`config.mk`:
```
export PLATFORM = sky130hd
export DESIGN_NAME = pipe_hazard_ctrl
export DESIGN_NICKNAME = d
export VERILOG_FILES = /design/src/rtl/pipe_hazard_ctrl.sv
export SDC_FILE = /design/constraint.sdc
export NUM_CORES = 1
export LEC_CHECK = 0
export CORE_MARGIN = 1.5
export CORE_UTILIZATION = 42
export DETAILED_ROUTE_END_ITERATION = 10
export PLACE_DENSITY = 0.81
export SYNTH_ARGS = -nofsm -noshare
export SYNTH_HDL_FRONTEND = slang
export SYNTH_SLANG_ARGS = --single-unit
```
`constraint.sdc`:
```
create_clock -name CLK -period 3.2 [get_ports CLK]
set_input_delay 0.64 -clock CLK [delete_from_list [all_inputs] [get_ports CLK]]
set_output_delay 0.64 -clock CLK [all_outputs]
set_load 0.005 [all_outputs]
```
`src/rtl/pipe_hazard_ctrl.sv`:
```
// -----------------------------------------------------------------------------
// pipe_hazard_ctrl
//   Hazard and stall controller for a 5-stage in-order pipeline.
//   - Freezes the whole pipeline while a data-memory access is outstanding.
//     A watchdog moves the controller to HALT, with a sticky err, if the
//     acknowledge never arrives.
//   - Inserts a one-cycle bubble for load-use hazards. Without forwarding,
//     it also stalls for any read-after-write dependency still in flight.
//   - Flushes IF/ID, ID/EX and EX/MEM when a branch resolves taken in MEM.
//   - Selects the ALU operand forwarding sources (only with FWD_EN).
//
// Configuration macro: FWD_EN
//   defined   : forwarding enabled; only load-use hazards stall.
//   undefined : fwd_a/fwd_b stay 00; every in-flight RAW dependency stalls.
//
// Ports
//   CLK, RST                     clock (rising edge), synchronous active-high reset
//   id_rs, id_rt, id_uses_rt     source fields of the instruction in ID
//   ex_rs, ex_rt, ex_rd          EX-stage register fields
//   ex_rw, ex_mread              EX register write / load
//   mem_rd, mem_rw, wb_rd, wb_rw destination register and write enable in MEM / WB
//   br_taken                     taken branch resolved in MEM
//   dmem_req, dmem_ack           data-memory access in MEM / completes this cycle
//   pc_en .. memwb_en            stage-register enables
//   ifid_flush .. exmem_flush    load a NOP into the register at the next edge
//   fwd_a, fwd_b                 operand source: 00 regfile, 10 EX/MEM, 01 MEM/WB
//   stall_cnt                    saturating count of bubble/freeze cycles
//   err                          sticky DMem timeout flag
// -----------------------------------------------------------------------------
module pipe_hazard_ctrl #(
  parameter int TMO = 15
) (
  input  logic        CLK,
  input  logic        RST,
  input  logic [4:0]  id_rs,
  input  logic [4:0]  id_rt,
  input  logic        id_uses_rt,
  input  logic [4:0]  ex_rs,
  input  logic [4:0]  ex_rt,
  input  logic [4:0]  ex_rd,
  input  logic        ex_rw,
  input  logic        ex_mread,
  input  logic [4:0]  mem_rd,
  input  logic [4:0]  wb_rd,
  input  logic        mem_rw,
  input  logic        wb_rw,
  input  logic        br_taken,
  input  logic        dmem_req,
  input  logic        dmem_ack,
  output logic        pc_en,
  output logic        ifid_en,
  output logic        idex_en,
  output logic        exmem_en,
  output logic        memwb_en,
  output logic        ifid_flush,
  output logic        idex_flush,
  output logic        exmem_flush,
  output logic [1:0]  fwd_a,
  output logic [1:0]  fwd_b,
  output logic [15:0] stall_cnt,
  output logic        err
);

  typedef enum logic [1:0] {
    RUN   = 2'd0,
    MWAIT = 2'd1,
    HALT  = 2'd2
  } state_t;

  // The last MWAIT cycle: the counter starts at 0, so TMO-1 marks TMO cycles.
  localparam logic [3:0] WAIT_LAST = 4'(TMO - 1);

  state_t      stateReg;
  logic [3:0]  waitCntReg;
  logic [15:0] stallCntReg;
  logic        errReg;

  logic        freeze;
  logic        hazard;
  logic        bubble;

  // ---------------------------------------------------------------------------
  // Producer stages that may write a register the ID instruction reads.
  // Index 0 = EX, 1 = MEM, 2 = WB. Register 0 is never a dependency.
  // ---------------------------------------------------------------------------
  logic [2:0][4:0] prodRd;
  logic [2:0]      prodRw;
  logic [2:0]      prodMatch;

  assign prodRd = {wb_rd, mem_rd, ex_rd};
  assign prodRw = {wb_rw, mem_rw, ex_rw};

  genvar gi;
  generate
    for (gi = 0; gi < 3; gi++) begin : g_prod
      assign prodMatch[gi] = (prodRd[gi] != 5'd0) &&
                             ((prodRd[gi] == id_rs) ||
                              (id_uses_rt && (prodRd[gi] == id_rt)));
    end
  endgenerate

`ifdef FWD_EN
  // Forwarding covers every ALU result; only a load's data arrives too late.
  assign hazard = ex_mread && prodMatch[0];
`else
  // The register file is not write-through, so even a WB-stage writer
  // must drain before ID can read the register.
  assign hazard = (ex_mread && prodMatch[0]) || (|(prodRw & prodMatch));
`endif

  // ---------------------------------------------------------------------------
  // Forwarding select, operand 0 = A (ex_rs), operand 1 = B (ex_rt).
  // EX/MEM holds the younger result, so it takes precedence over MEM/WB.
  // ---------------------------------------------------------------------------
  logic [1:0][1:0] fwdSel;

`ifdef FWD_EN
  logic [1:0][4:0] opSrc;
  logic [1:0]      memHit;
  logic [1:0]      wbHit;

  assign opSrc = {ex_rt, ex_rs};

  generate
    for (gi = 0; gi < 2; gi++) begin : g_fwd
      assign memHit[gi] = mem_rw && (mem_rd != 5'd0) && (mem_rd == opSrc[gi]);
      assign wbHit[gi]  = wb_rw  && (wb_rd  != 5'd0) && (wb_rd  == opSrc[gi]);
      assign fwdSel[gi] = RST        ? 2'b00 :
                          memHit[gi] ? 2'b10 :
                          wbHit[gi]  ? 2'b01 : 2'b00;
    end
  endgenerate
`else
  // The EX source fields only matter when forwarding is built in.
  logic unusedFwdSrc;
  assign unusedFwdSrc = ^{ex_rs, ex_rt};

  generate
    for (gi = 0; gi < 2; gi++) begin : g_fwd
      assign fwdSel[gi] = 2'b00;
    end
  endgenerate
`endif

  assign fwd_a = fwdSel[0];
  assign fwd_b = fwdSel[1];

  // A pending access freezes the pipe in the very cycle it is requested.
  // The cycle the ack arrives is not frozen: the pipe advances, and a branch
  // or stall held through the freeze takes effect then.
  assign freeze = !dmem_ack &&
                  ((stateReg == MWAIT) || ((stateReg == RUN) && dmem_req));

  // ---------------------------------------------------------------------------
  // Stage control, in priority order: reset, halt, freeze, branch, stall.
  // A taken branch squashes the dependent ID instruction, so no stall occurs.
  // ---------------------------------------------------------------------------
  always_comb begin
    pc_en       = 1'b1;
    ifid_en     = 1'b1;
    idex_en     = 1'b1;
    exmem_en    = 1'b1;
    memwb_en    = 1'b1;
    ifid_flush  = 1'b0;
    idex_flush  = 1'b0;
    exmem_flush = 1'b0;
    bubble      = 1'b0;
    if (RST) begin
      ifid_flush  = 1'b1;
      idex_flush  = 1'b1;
      exmem_flush = 1'b1;
    end else if ((stateReg == HALT) || freeze) begin
      pc_en    = 1'b0;
      ifid_en  = 1'b0;
      idex_en  = 1'b0;
      exmem_en = 1'b0;
      memwb_en = 1'b0;
      bubble   = (stateReg != HALT);
    end else if (br_taken) begin
      ifid_flush  = 1'b1;
      idex_flush  = 1'b1;
      exmem_flush = 1'b1;
    end else if (hazard) begin
      pc_en      = 1'b0;
      ifid_en    = 1'b0;
      idex_flush = 1'b1;
      bubble     = 1'b1;
    end
  end

  // ---------------------------------------------------------------------------
  // Memory-wait FSM, watchdog, bubble counter and sticky error.
  // ---------------------------------------------------------------------------
  always_ff @(posedge CLK) begin
    if (RST) begin
      stateReg    <= RUN;
      waitCntReg  <= 4'd0;
      stallCntReg <= 16'd0;
      errReg      <= 1'b0;
    end else begin
      if (bubble && (stallCntReg != 16'hFFFF)) begin
        stallCntReg <= stallCntReg + 16'd1;
      end
      case (stateReg)
        RUN: begin
          if (dmem_req && !dmem_ack) begin
            stateReg   <= MWAIT;
            waitCntReg <= 4'd0;
          end
        end
        MWAIT: begin
          if (dmem_ack) begin
            stateReg <= RUN;
          end else if (waitCntReg == WAIT_LAST) begin
            stateReg <= HALT;
            errReg   <= 1'b1;
          end else begin
            waitCntReg <= waitCntReg + 4'd1;
          end
        end
        HALT: begin
          errReg <= 1'b1;
        end
        default: begin
          stateReg <= RUN;
        end
      endcase
    end
  end

  assign stall_cnt = stallCntReg;
  assign err       = errReg;

endmodule

```
==> results.yml, run 1 <==
routing:
  remaining_drc_errors: 0
  detail_route.wl_per_cell_um: 14.3
  drt_wl_total_mm: 4.70
  via_count: 1816
  post_drt_via_cell_ratio: 5.52
  drtAntennaViolNets: 0
  drt_first_pass_iters: 4
  initialDrtViolationCount: 141
layout:
  final-instance-count-excl-fill: 329
  final_layout_size_suffix_gt1_share_pct: 16.7
  final_core_utilization_pct: 66.8
  layout.cell_area.non_filler_um2: 2480
  synthToLayoutAreaGrowth_pct: 49.9
  final_nets: 330
  count_of_antenna_diodes_in_the_layout: 0
flow_run:
  cap_violations: 0
pwr:
  share_seq_of_total_power_pct: 45.2
  net-switching-power_mw: 0.172
  total_leakage_power_nw: 0.896
  power.share.combinational_pct: 27.3
  proportion_of_total_power_due_to_net_switching_pct: 26.5
  worst_ir_drop_vdd_mv: 0.245
  power.clock.fraction_pct: 27.5
  internal-power_mw: 0.477
  power-per-cell-area_nw_per_um2: 261
floorplan:
  core_region_area_um2: 3720
  die-width_um: 65.8
  core.rowCount: 22
  dieHeight_um: 65.8
  effective_utilization_at_floorplan_pct: 44.6
  die_area_um2: 4330
  floorplan.io_pins: 74
worst_hold_path:
  min_delay_worst_endpoint: "err"
  min_delay_path_depth: 2
  hp-class: "register to register"
  hold_path.startpoint: "err"
grt:
  grt_start_max_net_pins: 24
  gr-total-overflow: 0
  globalRouteTotalUtil_pct: 21.7
  antenna_found_initial: 0
  grt_pass1_wl_mm: 7.46
  grt_pass1_vias: 1613
cts:
  cts_max_level: 1
  clock_sink_count: 23
  clock_insertion_delay_worst_skew_ns: 0.26
  ctsRootBufferMaster: "sky130_fd_sc_hd__clkbuf_8"
  cts_hold_buf: 0
  tritoncts: "done"
  ctsLongestPathBuffers: 2
  cts.clk_slew.worst_paths_ns: 0.07
  tritoncts.num_buffers: 3
sta:
  fmaxAchievable_mhz: 324
  final-setup-viol-count: 0
  slew_violations: 0
  fin_ws_ns: 0.117
  finalSetupTns_ns: 0
  layout_worst_path_cycle_share_pct: 96.3
  setup_repair_after_global_routing_missed_its_margin: "false"
  hold_viol_final: 0
  fin_skew_ns: 0.00983
  period_minus_slack_ns: 3.08
worst_setup_path:
  path_buf_inv: 3
  regToRegStartpoint: "stateReg[1]"
  critical-path-slowest-cell: "sky130_fd_sc_hd__clkdlybuf4s50_1"
  cp_cell_sequence: "clkdlybuf4s50_1 > xor2_1 > nor4_2 > a32oi_1 > o22a_1 > buf_4 > a211o_1 > buf_4 > or4_1 > a21oi_1"
  worst_setup_path_start_kind: "primary input"
  critical_path.top_delay_family: "compound AO/OA/AOI/OAI gates"
  critical-path-max-stage-delay_ns: 0.47
  timing.setup.critical_path_class: "primary input to register"
  worst-r2r-cell-count: 9
  cp.arrival_ns: 3.28
  setup.reg_to_reg.worst_slack_ns: 0.82
  critPathMaxFanout: 8
  rr_endpoint: "stall_cnt[7]"
  number_of_gates_on_the_worst_path_with_buffers_counted: 10
  critical_path.endpoint_type: "register"
  critical-path-top-cell-by-count: "sky130_fd_sc_hd__buf_4"
  critPathRequiredTime_ns: 3.39
synth:
  synth_cell_types: 40
  syn_area_per_cell_um2: 8.16
  sequential_fraction_of_the_synthesis_area_pct: 27.8
  synth.cell_area_um2: 1660
  yosys_register_bits: 23
  ys_warn_count: 0
  postSynthCellCount: 203
placement:
  dp_hpwl_mm: 3.53
  dp_worst_slack_ns: -0.155
  port-buffer-count: 59
  place.detailed.instances: 324
  place_congestion: 0.913
  postPlaceCellArea_um2: 2410
run_status:
  outcome: "finished, final reports clean"
per-layer routing:
layer	track usage [%]	part of all wire [%]	up-vias
met5	0	0	-
met4	3.13	0.36	0
met3	3.58	6.9	2
met2	34.7	46	78
met1	31.1	47	850
li1	-	-	886
worst max-delay path by stage:
stage                     startpoint       endpoint
after CTS                  mem_rd[2]     idex_flush
after global placement      id_rt[3]     idex_flush
after floorplan             id_rt[4]  stall_cnt[13]
final                       ex_rd[3]   stall_cnt[7]
after global routing        ex_rd[3]   stall_cnt[7]
after detailed placement    wb_rd[1]          pc_en
area by class of cell:
| class | count | area [um2] |
|---|---|---|
| Fill cell | 320 | 1230 |
| Timing Repair Buffer | 86 | 781 |
| Clock buffer | 3 | 41.3 |
| Multi-Input combinational cell | 161 | 1110 |
| Inverter | 7 | 26.3 |
| Tap cell | 48 | 60.1 |
| Sequential cell | 23 | 460 |
| Clock inverter | 1 | 5.00 |
registers in the layout, summed over array words and instances, names as in the netlist:
register,count
err,1
waitCntReg,4
stall_cnt,16
stateReg,2
cell usage after synthesis:
master	n	share of area, %
sky130_fd_sc_hd__nand3_1	9	2.7
sky130_fd_sc_hd__nor4_1	5	1.9
sky130_fd_sc_hd__o21ai_0	5	1.5
sky130_fd_sc_hd__mux2_2	3	2.0
sky130_fd_sc_hd__xnor2_1	13	6.9
sky130_fd_sc_hd__buf_2	2	0.60
sky130_fd_sc_hd__a21o_1	3	1.4
sky130_fd_sc_hd__inv_1	7	1.6
sky130_fd_sc_hd__buf_1	1	0.23
sky130_fd_sc_hd__nor4_2	1	0.76
sky130_fd_sc_hd__nor3b_1	1	0.45
sky130_fd_sc_hd__o22ai_1	2	0.76
sky130_fd_sc_hd__o22a_1	1	0.53
sky130_fd_sc_hd__clkbuf_1	2	0.45
sky130_fd_sc_hd__or4_1	9	4.1
sky130_fd_sc_hd__a21oi_1	10	3.0
sky130_fd_sc_hd__nor2b_1	3	1.1
sky130_fd_sc_hd__or3b_1	1	0.53
sky130_fd_sc_hd__a32oi_1	2	1.1
sky130_fd_sc_hd__xor2_1	20	11
sky130_fd_sc_hd__o31ai_1	4	1.8
sky130_fd_sc_hd__a31o_2	1	0.53
sky130_fd_sc_hd__nor2_1	18	4.1
sky130_fd_sc_hd__buf_6	2	1.4
sky130_fd_sc_hd__nor3_1	4	1.2
sky130_fd_sc_hd__buf_4	8	3.6
sky130_fd_sc_hd__a21boi_0	1	0.45
sky130_fd_sc_hd__a211o_1	1	0.53
sky130_fd_sc_hd__dfxtp_1	23	28
sky130_fd_sc_hd__or3_1	3	1.1
sky130_fd_sc_hd__nand2_1	12	2.7
sky130_fd_sc_hd__nand4_1	7	2.6
sky130_fd_sc_hd__ha_1	3	2.3
sky130_fd_sc_hd__o311ai_0	5	2.6
sky130_fd_sc_hd__conb_1	1	0.23
sky130_fd_sc_hd__or2_2	3	1.1
sky130_fd_sc_hd__mux2i_1	1	0.60
sky130_fd_sc_hd__and4_1	1	0.53
sky130_fd_sc_hd__o21a_1	1	0.45
sky130_fd_sc_hd__o41ai_1	4	2.1
timing repair:
action | CTS | global route
setup endpoints to repair | 3 | 3
setup buffers | 1 | 0
pin swaps | 3 | 3
gates resized for setup | 10 | 7
placed cells by master (no fill, tap or decap), types with 4 or more instances in the layout:
| master | instances |
|---|---|
| sky130_fd_sc_hd__conb_1 | 4 |
| sky130_fd_sc_hd__o31ai_1 | 4 |
| sky130_fd_sc_hd__xnor2_1 | 13 |
| sky130_fd_sc_hd__clkdlybuf4s50_1 | 52 |
| sky130_fd_sc_hd__nor2_1 | 18 |
| sky130_fd_sc_hd__nor4_1 | 4 |
| sky130_fd_sc_hd__a21oi_1 | 10 |
| sky130_fd_sc_hd__xor2_1 | 20 |
| sky130_fd_sc_hd__dlygate4sd2_1 | 6 |
| sky130_fd_sc_hd__nand3_1 | 9 |
| sky130_fd_sc_hd__o21ai_0 | 4 |
| sky130_fd_sc_hd__buf_4 | 27 |
| sky130_fd_sc_hd__o41ai_1 | 4 |
| sky130_fd_sc_hd__or4_1 | 7 |
| sky130_fd_sc_hd__nand4_1 | 7 |
| sky130_fd_sc_hd__inv_1 | 7 |
| sky130_fd_sc_hd__nand2_1 | 12 |
| sky130_fd_sc_hd__dfxtp_1 | 23 |
| sky130_fd_sc_hd__o311ai_0 | 5 |
through the flow:
step                hold slack, ns  total power [mW]
finish                       0.458             0.649
detailed placement           0.453             0.471
CTS                          0.467             0.649
floorplan                    0.442             0.374
global placement             0.438             0.470
global route                 0.514             0.680
cell families (layout without fill, tap and decap cells):
family | Yosys count | count (layout) | share of synthesized area [%]
AO/OA/AOI/OAI | 40 | 40 | 16.8
buffers and inverters | 22 | 97 | 7.86
flip-flops | 23 | 23 | 27.8
AND/OR/NAND/NOR | 77 | 77 | 25.0
other | 1 | 4 | 0.226
adder cells (fa/ha/maj) | 3 | 3 | 2.27
multiplexers | 4 | 4 | 2.64
XOR/XNOR | 33 | 33 | 17.4
power by group through the flow:
stage	Combinational [mW]	Clock (mW)	Sequential [mW]
floorplan	0.0753	0	0.299
global placement	0.170	0	0.300
detailed placement	0.172	0	0.300
CTS	0.171	0.184	0.293
global route	0.191	0.196	0.294
finish	0.177	0.179	0.293
tightest hold or removal path, cell delays in order (launching register included):
cell and delay [ns]:
sky130_fd_sc_hd__dfxtp_1 0.32, sky130_fd_sc_hd__inv_1 0.05, sky130_fd_sc_hd__a21oi_1 0.05
Note: power is estimated with default switching activity, not from simulation.
==> run 2: changes to the inputs <==
--- a/config.mk
+++ b/config.mk
@@ -5,10 +5,11 @@
 export SDC_FILE = /design/constraint.sdc
 export NUM_CORES = 1
 export LEC_CHECK = 0
+export ABC_AREA = 1
 export CORE_MARGIN = 1.5
-export CORE_UTILIZATION = 42
+export CORE_UTILIZATION = 44
 export DETAILED_ROUTE_END_ITERATION = 10
-export PLACE_DENSITY = 0.81
+export PLACE_DENSITY = 0.79
 export SYNTH_ARGS = -nofsm -noshare
 export SYNTH_HDL_FRONTEND = slang
 export SYNTH_SLANG_ARGS = --single-unit
==> results.yml, run 2 <==
floorplan:
  core.rowCount: 24
  floorplan.io_pins: 74
  die_area_um2: 5080
  core_region_area_um2: 4410
  die-width_um: 71.3
  dieHeight_um: 71.3
  effective_utilization_at_floorplan_pct: 46.5
cts:
  tritoncts.num_buffers: 3
  ctsRootBufferMaster: "sky130_fd_sc_hd__clkbuf_8"
  cts_max_level: 1
  tritoncts: "done"
  cts_setup_buffers: 0
  ctsLongestPathBuffers: 2
  clock_insertion_delay_worst_skew_ns: 0.27
  cts.clk_slew.worst_paths_ns: 0.08
  clock_sink_count: 23
layout:
  synthToLayoutAreaGrowth_pct: 31.1
  final_common_cell: "sky130_fd_sc_hd__nand2_1"
  count_of_antenna_diodes_in_the_layout: 0
  largest_register_ff_count: 16
  final_cell_mix: "sky130_fd_sc_hd__nand2_1, sky130_fd_sc_hd__clkdlybuf4s50_1, sky130_fd_sc_hd__inv_1, sky130_fd_sc_hd__nor2_1, sky130_fd_sc_hd__dfxtp_1"
  layout.filler_cells: 439
  final_layout_size_suffix_gt1_share_pct: 7.55
  final_nets: 433
sta:
  timing_worst_slew_pin_value_ns: 0.552
  fin_skew_ns: 0.00506
  fin_ws_ns: 0.137
  final-setup-viol-count: 0
  period_minus_slack_ns: 3.06
  hold_viol_final: 0
  timing.slew.headroom_pct: 63.2
  layout_worst_path_cycle_share_pct: 95.7
  finalSetupTns_ns: 0
  slew_violations: 0
  setup_repair_after_global_routing_missed_its_margin: "false"
  fmaxAchievable_mhz: 326
synth:
  ys_warn_count: 0
  fraction_of_post_synthesis_cell_area_in_the_top_cell_type_by_area_pct: 22.5
  post_synth_main_area_contributors: "sky130_fd_sc_hd__dfxtp_1, sky130_fd_sc_hd__nand2_1, sky130_fd_sc_hd__inv_1"
  syn_area_per_cell_um2: 6.25
  synth_most_common_cell: "sky130_fd_sc_hd__nand2_1"
  synth_ff_type: "sky130_fd_sc_hd__dfxtp_1"
  top_cell_types_by_occurrence_after_synthesis: "sky130_fd_sc_hd__nand2_1, sky130_fd_sc_hd__inv_1, sky130_fd_sc_hd__nor2_1"
  yosys_register_bits: 23
  sequential_fraction_of_the_synthesis_area_pct: 22.5
  postSynthCellCount: 328
  synth_cell_types: 34
  async_s_r_ff_share_synth_pct: 0
  synth.cell_area_um2: 2050
  synth_top_cell_by_area: "sky130_fd_sc_hd__dfxtp_1"
  synth_enable_flop_cells: 0
worst_setup_path:
  setup.reg_to_reg.worst_slack_ns: 1.31
  critical-path-max-stage-delay_ns: 0.52
  critical-path-slowest-cell: "sky130_fd_sc_hd__clkdlybuf4s50_1"
  worst_setup_path_start_kind: "primary input"
  critPathMaxFanout: 4
  critical_path.top_delay_family: "buffers and inverters"
  critPathRequiredTime_ns: 2.56
  critical_path.endpoint_type: "primary output"
  cp.arrival_ns: 2.42
  timing.setup.critical_path_class: "primary input to primary output"
  cp_cell_sequence: "clkdlybuf4s50_1 > inv_2 > o21ai_0 > nor2_1 > nand3_1 > nand2_1 > nand2_2 > nand4_4 > nand2_1 > clkdlybuf4s50_1"
  path_buf_inv: 3
grt:
  grt_start_max_net_pins: 18
  antenna_found_initial: 0
  grt_pass1_vias: 1972
  globalRouteTotalUtil_pct: 20.4
  gr-total-overflow: 0
  grt_pass1_wl_mm: 8.60
routing:
  via_count: 2173
  initialDrtViolationCount: 148
  drt_wl_total_mm: 5.14
  drt_first_pass_iters: 4
  detail_route.wl_per_cell_um: 11.8
  post_drt_via_cell_ratio: 4.98
  drtAntennaViolNets: 0
  remaining_drc_errors: 0
flow_run:
  cap_violations: 0
pwr:
  worst_ir_drop_vdd_mv: 0.192
  power-per-cell-area_nw_per_um2: 249
  total_leakage_power_nw: 1.15
placement:
  place_congestion: 0.916
  dp_worst_slack_ns: 0.0851
  port-buffer-count: 59
  dp_hpwl_mm: 4.10
worst_hold_path:
  hp-class: "register to register"
run_status:
  outcome: "finished, final reports clean"
[run 2: changes by cell type in the layout (fill, tap and decap cells not counted), sizes merged, moves of 9 or more]
cell | before | now
nand4 | 7 | 18
nand3 | 9 | 20
nand2 | 12 | 103
nor2 | 18 | 36
buf | 27 | 5
inv | 7 | 44
a21oi | 10 | 22
or4 | 9 | 0
[run 2: through the flow]
step | total power [mW] | cells | hold WS (ns) | utilization, % | instance area, um2
floorplan | 0.411 | 331 | 0.447 | - | 2060
global placement | 0.486 | 432 | 0.441 | 59.7 | 2630
detailed placement | 0.491 | 432 | 0.456 | 59.7 | 2630
CTS | 0.674 | 436 | 0.471 | 60.7 | 2680
global route | 0.708 | 436 | 0.482 | 60.9 | 2690
finish | 0.670 | 436 | 0.465 | 60.9 | 2690
[run 2: where the power goes]
group / leakage (nW) / total (mW) / internal, mW / switching, mW
combinational: 0.944 / 0.191 / 0.0913 / 0.100
sequential: 0.186 / 0.294 / 0.290 / 0.00460
clock: 0.0228 / 0.184 / 0.0890 / 0.0953
total: 1.15 / 0.670 / 0.470 / 0.200
[run 2: worst paths after layout]
kind,cells past startpoint,start,end
hold / removal,2,err,err
setup reg to reg,7,stall_cnt[0],stall_cnt[10]
hold reg to reg,2,err,err
setup / recovery,10,id_rt[3],pc_en
[run 2: cell families (layout without fill, tap and decap cells)]
kind of cell / after synthesis / count (layout) / synth area share (%)
AO/OA/AOI/OAI: 33 / 33 / 9.64
XOR/XNOR: 21 / 21 / 8.97
adder cells (fa/ha/maj): 3 / 3 / 1.83
buffers and inverters: 59 / 112 / 14.0
flip-flops: 23 / 23 / 22.5
other: 1 / 4 / 0.183
AND/OR/NAND/NOR: 188 / 188 / 43.0
[run 2: final cells by class]
class                      count  area [um2]  area share (%)
tap                           52        65.1            2.42
timing repair buffer          64         636            23.6
multi-input combinational    249        1320            49.0
clock buffer                   4        45.0            1.68
sequential                    23         460            17.1
inverter                      44         165            6.14
[run 2: repair_timing]
action / CTS / global route
endpoints found under the hold margin: 0 / 0
endpoints found under the setup margin: 0 / 3
hold buffers: 0 / 0
gates resized for setup: 0 / 4
[run 2: layer usage]
metal	GRT usage, %	vias up	wire [um]
met2	35.8	53	2480
met4	5.03	0	59
met3	2.53	8	237
met5	0	-	0
li1	-	1145	-
met1	26.7	967	2360
[run 2: worst min-delay path, cell delays in order (launching register included)]
cell	delay [ns]
sky130_fd_sc_hd__dfxtp_1	0.32
sky130_fd_sc_hd__inv_1	0.05
sky130_fd_sc_hd__a21oi_1	0.05
==> run 3: changes to the inputs <==
--- a/config.mk
+++ b/config.mk
@@ -6,10 +6,13 @@
 export NUM_CORES = 1
 export LEC_CHECK = 0
 export ABC_AREA = 1
+export CELL_PAD_IN_SITES_DETAIL_PLACEMENT = 1
+export CELL_PAD_IN_SITES_GLOBAL_PLACEMENT = 1
 export CORE_MARGIN = 1.5
-export CORE_UTILIZATION = 44
+export CORE_UTILIZATION = 30
+export CTS_CLUSTER_SIZE = 24
 export DETAILED_ROUTE_END_ITERATION = 10
-export PLACE_DENSITY = 0.79
+export PLACE_DENSITY_LB_ADDON = 0.1
 export SYNTH_ARGS = -nofsm -noshare
 export SYNTH_HDL_FRONTEND = slang
 export SYNTH_SLANG_ARGS = --single-unit
==> results.yml, run 3 (synthesis gave the netlist of run 2 again) <==
run_status:
  outcome: "finished, final reports clean"
layout:
  largest_register_ff_count: 16
  final_common_cell: "sky130_fd_sc_hd__nand2_1"
  layout.cell_area.non_filler_um2: 2740
  synthToLayoutAreaGrowth_pct: 33.4
  count_of_antenna_diodes_in_the_layout: 0
  final_cell_mix: "sky130_fd_sc_hd__nand2_1, sky130_fd_sc_hd__clkdlybuf4s50_1, sky130_fd_sc_hd__inv_1, sky130_fd_sc_hd__nor2_1, sky130_fd_sc_hd__dfxtp_1"
  final-instance-count-excl-fill: 459
  final_layout_size_suffix_gt1_share_pct: 7.85
  final_nets: 431
placement:
  dp_hpwl_mm: 4.92
  port-buffer-count: 59
  dp_worst_slack_ns: 0.0124
  place.detailed.instances: 455
  place_congestion: 0.786
  postPlaceCellArea_um2: 2650
worst_setup_path:
  critical-path-slowest-cell: "sky130_fd_sc_hd__clkdlybuf4s50_1"
  critPathRequiredTime_ns: 2.56
  critical-path-max-stage-delay_ns: 0.52
  worst_setup_path_start_kind: "primary input"
  critical_path.endpoint_type: "primary output"
  path_buf_inv: 3
  timing.setup.critical_path_class: "primary input to primary output"
  critPathMaxFanout: 4
  critical-path-top-cell-by-count: "sky130_fd_sc_hd__clkdlybuf4s50_1"
  cp_cell_sequence: "clkdlybuf4s50_1 > nor2_2 > nand3_1 > o21ai_0 > inv_1 > nand2_2 > nand4_4 > nand2_1 > clkdlybuf4s50_1"
  critical_path.top_delay_family: "buffers and inverters"
  cp.arrival_ns: 2.42
cts:
  cts_max_level: 1
  ctsRootBufferMaster: "sky130_fd_sc_hd__clkbuf_8"
  ctsLongestPathBuffers: 2
  clock_sink_count: 23
  cts_hold_buf: 0
  tritoncts: "done"
  cts.clk_slew.worst_paths_ns: 0.08
  clock_insertion_delay_worst_skew_ns: 0.27
  tritoncts.num_buffers: 3
  cts_setup_buffers: 0
routing:
  initialDrtViolationCount: 73
  detail_route.wl_per_cell_um: 13.4
  drt_wl_total_mm: 6.13
  drtAntennaViolNets: 0
  via_count: 2186
  remaining_drc_errors: 0
  drt_first_pass_iters: 4
  post_drt_via_cell_ratio: 4.76
grt:
  globalRouteTotalUtil_pct: 17.3
  antenna_found_initial: 0
  gr-total-overflow: 0
  grt_start_max_net_pins: 19
  grt_pass1_vias: 2141
  grt_pass1_wl_mm: 10.3
sta:
  timing.slew.headroom_pct: 60.8
  final-setup-viol-count: 0
  period_minus_slack_ns: 3.06
  fmaxAchievable_mhz: 326
  hold_viol_final: 0
  setup_repair_after_global_routing_missed_its_margin: "false"
  slew_violations: 0
  fin_ws_ns: 0.136
  finalSetupTns_ns: 0
  worst_hold_slack_ns: 0.471
  fin_skew_ns: 0.0104
  layout_worst_path_cycle_share_pct: 95.7
  timing_worst_slew_pin_value_ns: 0.588
floorplan:
  floorplan.io_pins: 74
  core.rowCount: 29
  die_area_um2: 7340
  die-width_um: 85.7
  effective_utilization_at_floorplan_pct: 31.6
  dieHeight_um: 85.7
  core_region_area_um2: 6490
pwr:
  power-per-cell-area_nw_per_um2: 248
  worst_ir_drop_vdd_mv: 0.135
  total_leakage_power_nw: 1.24
worst_hold_path:
  hp-class: "register to register"
flow_run:
  cap_violations: 0
## run 3: cell count changes in the layout (fill, tap and decap cells not counted)
| cell | delta |
|---|---|
| sky130_fd_sc_hd__nor2_1 | -1 |
| sky130_fd_sc_hd__o21ai_0 | -1 |
| sky130_fd_sc_hd__clkbuf_1 | -1 |
| sky130_fd_sc_hd__o21ai_1 | +1 |
| sky130_fd_sc_hd__buf_4 | -2 |
| sky130_fd_sc_hd__dlygate4sd2_1 | +1 |
| sky130_fd_sc_hd__clkdlybuf4s50_1 | -11 |
| sky130_fd_sc_hd__clkinv_2 | +1 |
| sky130_fd_sc_hd__nand2_1 | -1 |
| sky130_fd_sc_hd__dlymetal6s2s_1 | +10 |
| sky130_fd_sc_hd__nand2_2 | +1 |
| sky130_fd_sc_hd__nor2_2 | +1 |
## run 3: tightest hold or removal path, cell delays in order, from the launching register on
cell	delay [ns]
sky130_fd_sc_hd__dfxtp_1	0.32
sky130_fd_sc_hd__inv_1	0.05
sky130_fd_sc_hd__a21oi_1	0.05
## run 3: cell type report
class,instances,area (um2)
Multi-Input combinational cell,249,1320
Clock buffer,3,41.3
Fill cell,871,3760
Inverter,44,165
Tap cell,77,96.3
Timing Repair Buffer,62,644
Clock inverter,1,5.00
Sequential cell,23,460
## run 3: metal layers
metal / vias to the layer above / GRT usage [%] / routed length (um)
met3: 4 / 2.41 / 218
met1: 1003 / 24.1 / 3100
met4: 0 / 3.96 / 40
li1: 1141 / - / -
met2: 38 / 28.4 / 2780
met5: - / 0 / 0
## run 3: metrics by stage
stage                     util [%]  power, mW
after floorplan                  -      0.411
after global placement        40.8      0.492
after detailed placement      40.8      0.495
after CTS                     41.5      0.690
after global routing          42.1      0.720
final                         42.1      0.678
## run 3: what timing repair did
action,4_1_cts,5_1_grt
pin swaps,0,1
setup endpoints to repair,1,3
gates resized for setup,1,17
gates cloned,0,0
## run 3: power breakdown
part           leakage (nW)  internal (mW)  switching, mW  total, mW
registers             0.186          0.290        0.00474      0.295
clock network        0.0255         0.0872          0.105      0.192
logic                  1.03         0.0873          0.104      0.191
total                  1.24          0.465          0.213      0.678
## run 3: path summary, 6_finish.rpt
check	from	to	slack (ns)	cells past startpoint
min	err	err	0.47	2
min reg2reg	err	err	0.47	2
max	wb_rd[1]	pc_en	0.14	9
max reg2reg	stall_cnt[0]	stall_cnt[14]	1.20	7
